==> config.mk <==
export PLATFORM = sky130hd
export DESIGN_NAME = i2c_xfer_sequencer
export DESIGN_NICKNAME = d
export VERILOG_FILES = /design/src/rtl/i2c_pkg.sv /design/src/rtl/i2c_xfer_sequencer.sv
export SDC_FILE = /design/constraint.sdc
export NUM_CORES = 1
export LEC_CHECK = 0
export CAP_MARGIN = 30
export CORE_MARGIN = 3
export CORE_UTILIZATION = 39
export DETAILED_ROUTE_END_ITERATION = 6
export PLACE_DENSITY = 0.76
export SKIP_LAST_GASP = 1
export SYNTH_ARGS = -nofsm -noshare
export SYNTH_HDL_FRONTEND = slang
export SYNTH_SLANG_ARGS = --single-unit
==> constraint.sdc <==
create_clock -name clk -period 1.94 [get_ports clk]
set_input_delay 0.291 -clock clk [delete_from_list [all_inputs] [get_ports clk]]
set_output_delay 0.291 -clock clk [all_outputs]
set_load 0.01 [all_outputs]
==> src/rtl/i2c_pkg.sv <==
// rtl/i2c_pkg.sv - shared types for the I2C transfer sequencer
// S_HOLD exists only when I2C_SEQ_RSTART_EN is defined.
package i2c_pkg;

  localparam int ADDR_W = 7;

  typedef enum logic [2:0] {
    CMD_START     = 3'd0,
    CMD_WRITE     = 3'd1,
    CMD_READ_ACK  = 3'd2,
    CMD_READ_NACK = 3'd3,
    CMD_STOP      = 3'd4
  } eng_cmd_t;

  typedef enum logic [2:0] {
    S_IDLE    = 3'd0,
    S_START   = 3'd1,
    S_ADDR    = 3'd2,
    S_TX_DATA = 3'd3,
    S_RX_DATA = 3'd4,
`ifdef I2C_SEQ_RSTART_EN
    S_STOP    = 3'd5,
    S_HOLD    = 3'd6
`else
    S_STOP    = 3'd5
`endif
  } seq_state_t;

endpackage

==> src/rtl/i2c_xfer_sequencer.sv <==
// rtl/i2c_xfer_sequencer.sv - sequences START, address, N data bytes and STOP through the byte engine
// Repeated start (HOLD state, no_stop) is compiled in with I2C_SEQ_RSTART_EN.
module i2c_xfer_sequencer
  import i2c_pkg::*;
#(
  parameter int COUNT_W = 8
) (
  input  logic               clk,
  input  logic               reset_n,
  input  logic               go,
  input  logic [ADDR_W-1:0]  address,
  input  logic               read,
  input  logic [COUNT_W-1:0] byte_count,
  input  logic               no_stop,
  input  logic               abort,
  input  logic               clear_error,
  output logic               busy,
  output logic               done,
  output logic               nack_err,
  output logic [COUNT_W-1:0] bytes_left,
  input  logic               tx_empty,
  input  logic [7:0]         tx_rd_data,
  output logic               tx_rd_request,
  input  logic               rx_full,
  output logic [7:0]         rx_wr_data,
  output logic               rx_wr_request,
  output logic [2:0]         eng_cmd,
  output logic [7:0]         eng_data,
  output logic               eng_valid,
  input  logic               eng_ready,
  input  logic               eng_done,
  input  logic               eng_ack,
  input  logic [7:0]         eng_rd_data
);

  seq_state_t         state_q, state_d, fin_state;
  eng_cmd_t           cmd_w;
  logic               issued_q, issued_d;
  logic [ADDR_W-1:0]  addr_q, addr_d;
  logic               read_q, read_d;
  logic               silent_q, silent_d;
  logic [COUNT_W-1:0] bytes_left_q, bytes_left_d, left_dec;
  logic               nack_err_q, nack_err_d;
  logic               done_q, done_d;
  logic               tx_pop_q, tx_pop_d;
  logic               rx_push_q, rx_push_d;
  logic [7:0]         rx_data_q, rx_data_d;
  logic               accept, last_byte, load;

`ifdef I2C_SEQ_RSTART_EN
  logic no_stop_q, no_stop_d;
  assign fin_state = no_stop_q ? S_HOLD : S_STOP;
  assign load      = go && (state_q == S_IDLE || state_q == S_HOLD);
`else
  logic unused_no_stop;
  assign unused_no_stop = no_stop;
  assign fin_state      = S_STOP;
  assign load           = go && (state_q == S_IDLE);
`endif

  assign accept    = eng_valid && eng_ready;
  assign last_byte = (bytes_left_q <= COUNT_W'(1));
  assign left_dec  = (bytes_left_q == '0) ? '0 : bytes_left_q - COUNT_W'(1);

  always_ff @(posedge clk or negedge reset_n) begin
    if (!reset_n) begin
      state_q      <= S_IDLE;
      issued_q     <= 1'b0;
      addr_q       <= '0;
      read_q       <= 1'b0;
      silent_q     <= 1'b0;
      bytes_left_q <= '0;
      nack_err_q   <= 1'b0;
      done_q       <= 1'b0;
      tx_pop_q     <= 1'b0;
      rx_push_q    <= 1'b0;
      rx_data_q    <= '0;
`ifdef I2C_SEQ_RSTART_EN
      no_stop_q    <= 1'b0;
`endif
    end else begin
      state_q      <= state_d;
      issued_q     <= issued_d;
      addr_q       <= addr_d;
      read_q       <= read_d;
      silent_q     <= silent_d;
      bytes_left_q <= bytes_left_d;
      nack_err_q   <= nack_err_d;
      done_q       <= done_d;
      tx_pop_q     <= tx_pop_d;
      rx_push_q    <= rx_push_d;
      rx_data_q    <= rx_data_d;
`ifdef I2C_SEQ_RSTART_EN
      no_stop_q    <= no_stop_d;
`endif
    end
  end

  // issued_q marks the command as accepted and awaiting eng_done
  always_comb begin
    state_d      = state_q;
    issued_d     = issued_q;
    addr_d       = addr_q;
    read_d       = read_q;
    silent_d     = silent_q;
    bytes_left_d = bytes_left_q;
    nack_err_d   = nack_err_q;
    done_d       = 1'b0;
    tx_pop_d     = 1'b0;
    rx_push_d    = 1'b0;
    rx_data_d    = rx_data_q;
`ifdef I2C_SEQ_RSTART_EN
    no_stop_d    = no_stop_q;
`endif
    if (clear_error) nack_err_d = 1'b0;
    if (accept)      issued_d   = 1'b1;
    if (eng_done)    issued_d   = 1'b0;
    case (state_q)
      S_IDLE:  if (go) state_d = S_START;
      S_START: if (eng_done) state_d = abort ? S_STOP : S_ADDR;
      S_ADDR: begin
        if (eng_done) begin
          if (!eng_ack) begin
            nack_err_d = 1'b1;
            state_d    = S_STOP;
          end else if (abort)              state_d = S_STOP;
          else if (bytes_left_q == '0)     state_d = fin_state;
          else if (read_q)                 state_d = S_RX_DATA;
          else                             state_d = S_TX_DATA;
        end
      end
      S_TX_DATA: begin
        tx_pop_d = accept;
        if (eng_done) begin
          bytes_left_d = left_dec;
          if (!eng_ack) begin
            nack_err_d = 1'b1;
            state_d    = S_STOP;
          end else if (abort)  state_d = S_STOP;
          else if (last_byte)  state_d = fin_state;
        end else if (!issued_q && tx_empty && abort) begin
          state_d = S_STOP;
        end
      end
      S_RX_DATA: begin
        if (eng_done) begin
          rx_push_d    = 1'b1;
          rx_data_d    = eng_rd_data;
          bytes_left_d = left_dec;
          if (abort)          state_d = S_STOP;
          else if (last_byte) state_d = fin_state;
        end else if (!issued_q && rx_full && abort) begin
          state_d = S_STOP;
        end
      end
      S_STOP: begin
        if (eng_done) begin
          done_d   = !silent_q;
          silent_d = 1'b0;
          state_d  = S_IDLE;
        end
      end
`ifdef I2C_SEQ_RSTART_EN
      // bus is still owned here; abort releases it without a second done
      S_HOLD: begin
        if (abort) begin
          silent_d = 1'b1;
          state_d  = S_STOP;
        end else if (go) begin
          state_d  = S_START;
        end
      end
`endif
      default: state_d = S_IDLE;
    endcase
`ifdef I2C_SEQ_RSTART_EN
    if (state_d == S_HOLD && state_q != S_HOLD) done_d = 1'b1;
    if (load && !abort) no_stop_d = no_stop;
`endif
    if (load && state_d == S_START) begin
      addr_d       = address;
      read_d       = read;
      bytes_left_d = byte_count;
    end
  end

  always_comb begin
    eng_valid = 1'b0;
    cmd_w     = CMD_START;
    eng_data  = '0;
    busy      = 1'b1;
    case (state_q)
      S_IDLE:  busy = 1'b0;
      S_START: eng_valid = !issued_q;
      S_ADDR: begin
        eng_valid = !issued_q;
        cmd_w     = CMD_WRITE;
        eng_data  = {addr_q, read_q};
      end
      S_TX_DATA: begin
        eng_valid = !issued_q && !tx_empty;
        cmd_w     = CMD_WRITE;
        eng_data  = tx_rd_data;
      end
      S_RX_DATA: begin
        eng_valid = !issued_q && !rx_full;
        cmd_w     = last_byte ? CMD_READ_NACK : CMD_READ_ACK;
      end
      S_STOP: begin
        eng_valid = !issued_q;
        cmd_w     = CMD_STOP;
      end
      default: busy = 1'b0;
    endcase
  end

  assign eng_cmd       = cmd_w;
  assign done          = done_q;
  assign nack_err      = nack_err_q;
  assign bytes_left    = bytes_left_q;
  assign tx_rd_request = tx_pop_q;
  assign rx_wr_request = rx_push_q;
  assign rx_wr_data    = rx_data_q;

endmodule

==> qor_table.md <==
| Step | Parameter | Value |
| --- | --- | --- |
| run status | Run status | complete, no violations |
| placement | Port Buf Inserts | 74 |
| route | Post-route antenna net violation count | 0 |
| clock network | Cts hold-fix bufs | 0 |
| route | Routed vias | 2026 |
| logic synthesis | Cell type with the largest total area after synthesis | sky130_fd_sc_hd__dfrtp_1 |
| global routing | Global route overflow | 0 |
| die | Effective utilization at floorplan | 40.8% |
| placement | Pre-CTS WS | -145 ps |
| setup path | Required @ worst endpoint | 1650 ps |
| final layout | Final layout net count | 376 |
| final layout | Final core area utilization | 66.4% |
| logic synthesis | Post-synth top area share | 41.2% |
| setup path | Reg2reg setup slack | 60 ps |
| timing | Setup ws final | 49.6 ps |
| timing | Setup Skew | 2.25 ps |
| die | Boundary Pins | 76 |
| logic synthesis | Unique cell type count in the Yosys netlist | 52 |
| final layout | Final-layout fill cell count | 395 |
| route | Total detailed-routing wirelength | 5680 um |
| setup path | Launching element type of the critical path | flop |
| final layout | Ratio of cells with drive above 1 in the final layout | 21.8% |
| final layout | # diodes | 0 |
| placement | Final weighted congestion in routability-driven placement | 0.848 |
| final layout | Finished layout cell area | 0.00316 mm^2 |
| logic synthesis | Ranking of synthesized cells by instance count | 59 x sky130_fd_sc_hd__nand2_1, 32 x sky130_fd_sc_hd__dfrtp_1, 17 x sky130_fd_sc_hd__nor2_1, 14 x sky130_fd_sc_hd__a21oi_1, 10 x sky130_fd_sc_hd__mux2i_1 |
| die | Number of standard-cell rows in the floorplan | 25 |
| timing | Final number of max-transition violations | 0 |
| timing | Fin crit share | 97.4% |
| timing | Final Hold Violating Endpoints | 0 |
| timing | Shortest clock period the worst path allows after layout | 1890 ps |
| global routing | Pin count of the biggest net entering global routing | 33 |
| global routing | Global Route Usage Sum | 20.3% |
| clock network | H-tree depth | 2 |
| placement | HPWL Detailed | 4120 um |
| logic synthesis | Per-instance average area after synthesis | 8.83 um^2 |
| clock network | Number of buffers on the longest clock path | 2 |
| clock network | Clk Tree Root Cell | sky130_fd_sc_hd__clkbuf_8 |
| logic synthesis | Synth Cell Area | 0.00194 mm^2 |
| route | Vias per inst | 5.09 |
| route | Starting DRC count in detailed routing | 104 |
| logic synthesis | Top cells by area, synth | sky130_fd_sc_hd__dfrtp_1 41%, sky130_fd_sc_hd__nand2_1 11%, sky130_fd_sc_hd__mux2i_1 5.2% |
| global routing | First-pass GRT wire length | 9680 um |
| die | Die Outline Area | 0.00586 mm^2 |
| setup path | Data arrival time of the worst path | 1600 ps |
| clock network | Sinks on the clock net | 32 |
| clock network | Clock Pin Slew Worst Setup and Hold Paths | 70 ps |
| logic synthesis | YS warnings | 0 |
| logic synthesis | Most used flip-flop cell after synthesis | sky130_fd_sc_hd__dfrtp_1 |
| setup path | CP endpoint kind | primary output |
| final layout | Sequential cell area | 803 um^2 |
| min path | Worst Hold Class | input pin to async pin |
| clock network | CTS tree | done |
| global routing | Vias in the first global route | 2082 |
| setup path | Cells along the critical path | inv_2 -> ha_1 -> or2_2 -> a41o_1 -> clkbuf_2 |
| job | Max-cap viol count | 0 |
| route | Average wire per standard cell | 14.3 um |
| setup path | CP top delay family | flip-flops |
| power | PwrDens | 1330 mW/mm^2 |
| logic synthesis | Count leader, synth | sky130_fd_sc_hd__nand2_1 |
| route | Iteration count of the initial detailed-routing pass | 4 |
| setup path | Top fanout value on the critical path | 4 |
| setup path | Number of buffer and inverter stages on the critical path | 2 |
| logic synthesis | Number of enable-type register cells in the synthesized netlist | 0 |
| setup path | Slowest stage delay, CP | 420 ps |
| power | Leakage power figure | 1.51 nW |
| logic synthesis | Total nets after synthesis | 266 |
| logic synthesis | Synth async-reset ratio | 100% |
| placement | Number of cells after detailed placement | 385 |
| die | Core Area | 0.00475 mm^2 |
| clock network | Number of buffers created by CTS | 5 |
| final layout | Area Growth Syn to Fin | 62.7% |
| setup path | Category of the most critical setup path | flop to primary output |
| die | Die W | 76.6 um |
| power | Worst voltage drop across the vdd grid | 738 uV |
| route | Remaining DRCs | 0 |
| logic synthesis | Synthesis-stage register bit count | 32 |
| final layout | Combined area of the multi-input logic cells | 0.00109 mm^2 |
| final layout | Number of non-filler instances in the completed layout | 398 |
| timing | RSZ-0062 raised after global routing | true |
| timing | Measured slew at the worst slew-check pin | 422 ps |
| logic synthesis | Part of the Yosys area used for sequential elements | 41.2% |
| timing | Worst slew margin relative to its limit | 71.9% |
| logic synthesis | Mapped Cells | 220 |
| timing | Count of endpoints failing setup in the final report | 0 |
| timing | Maximum operating frequency | 0.529 GHz |
| die | Die height | 76.6 um |
| global routing | Antenna violations before repair | 0 |
| setup path | Critical-path top delay cell | sky130_fd_sc_hd__dfrtp_1 |
| clock network | Insertion delay to the later sink of the worst-skew pair | 280 ps |
| placement | Placed inst area | 0.00299 mm^2 |
==> final cells by class <==
cell class	count	area share [%]
Clock buffer	5	2.18
Clock inverter	3	0.594
Inverter	7	0.832
Multi-Input combinational cell	167	34.5
Sequential cell	32	25.4
Tap cell	67	2.65
Timing Repair Buffer	117	33.8
==> state kept, by name, indices dropped and copies added, names as in the netlist <==
register	cells
rx_wr_data	8
rx_wr_request	1
done	1
issued_q	1
nack_err	1
tx_rd_request	1
bytes_left	8
addr_q	7
state_q	3
read_q	1
==> worst register-to-register path: stages (launching register included) <==
cell and delay (ps):
sky130_fd_sc_hd__dfrtp_1 420, sky130_fd_sc_hd__inv_2 60, sky130_fd_sc_hd__ha_1 200, sky130_fd_sc_hd__nor4b_4 140, sky130_fd_sc_hd__a2111oi_4 340, sky130_fd_sc_hd__nor2_1 70
sky130_fd_sc_hd__or4_1 520
==> power by group <==
group	internal, mW	switching, mW
sequential	0.949	0.231
combinational	1.34	1.16
clock	0.250	0.272
==> worst paths after layout <==
check | start | endpoint | cells after the start
worst max-delay path | bytes_left[0] | eng_cmd[0] | 5
worst min-delay path | reset_n | rx_wr_data[4] | 2
worst max register to register | bytes_left[0] | state_q[2] | 6
worst min register to register | addr_q[2] | addr_q[2] | 2
max in group asynchronous | reset_n | state_q[0] | 2
min in group clk | addr_q[2] | addr_q[2] | 2
==> per-layer routing <==
metal / wire length (um) / global-route usage (%)
met3: 248 / 3.90
met4: 79 / 6.34
met5: 0 / 0
met1: 2490 / 25.6
met2: 2860 / 35.0
==> layout by cell type (no fill, tap or decap), types with 2 or more instances in the layout <==
cell type	n
sky130_fd_sc_hd__dfrtp_1	30
sky130_fd_sc_hd__inv_1	5
sky130_fd_sc_hd__nand2_1	59
sky130_fd_sc_hd__mux2i_1	10
sky130_fd_sc_hd__ha_1	3
sky130_fd_sc_hd__nor3b_1	4
sky130_fd_sc_hd__nor4b_4	2
sky130_fd_sc_hd__dfrtp_2	2
sky130_fd_sc_hd__clkdlybuf4s50_1	61
sky130_fd_sc_hd__dlygate4sd2_1	11
sky130_fd_sc_hd__nand2b_1	3
sky130_fd_sc_hd__buf_4	40
sky130_fd_sc_hd__buf_6	2
sky130_fd_sc_hd__clkbuf_8	5
sky130_fd_sc_hd__o21ai_0	5
sky130_fd_sc_hd__nand3_1	4
sky130_fd_sc_hd__nor2_1	16
sky130_fd_sc_hd__or4_1	2
sky130_fd_sc_hd__a21oi_1	14
sky130_fd_sc_hd__clkinv_2	2
sky130_fd_sc_hd__a31oi_1	2
sky130_fd_sc_hd__and4b_1	2
sky130_fd_sc_hd__nor3_1	3
==> kinds of logic (layout without fill, tap and decap cells) <==
group           count (synthesis)  in the layout  share of synthesized area, %
flops                          32             32                          41.2
compound gates                 39             39                          13.5
mux                            10             10                          5.15
fa+ha+maj                       3              3                          1.93
simple gates                  115            115                          32.8
buf+inv                        21            132                          5.41
==> metrics by stage <==
stage / total power, mW / TNS [ps] / hold slack, ps
after global placement: 3.50 / -278 / 456
after detailed placement: 3.55 / -461 / 462
after global routing: 4.51 / -22.5 / 465
after floorplan: 2.40 / 0 / -4.59
after CTS: 4.19 / -79.0 / 432
final: 4.20 / 0 / 410
==> repair_timing <==
| action | in CTS | in global routing |
|---|---|---|
| endpoints found under the setup margin | 14 | 6 |
| pin swaps | 0 | 2 |
| gates resized for setup | 25 | 8 |
| setup buffers | 5 | 0 |
No activity file was read; power rests on OpenSTA's default activity.
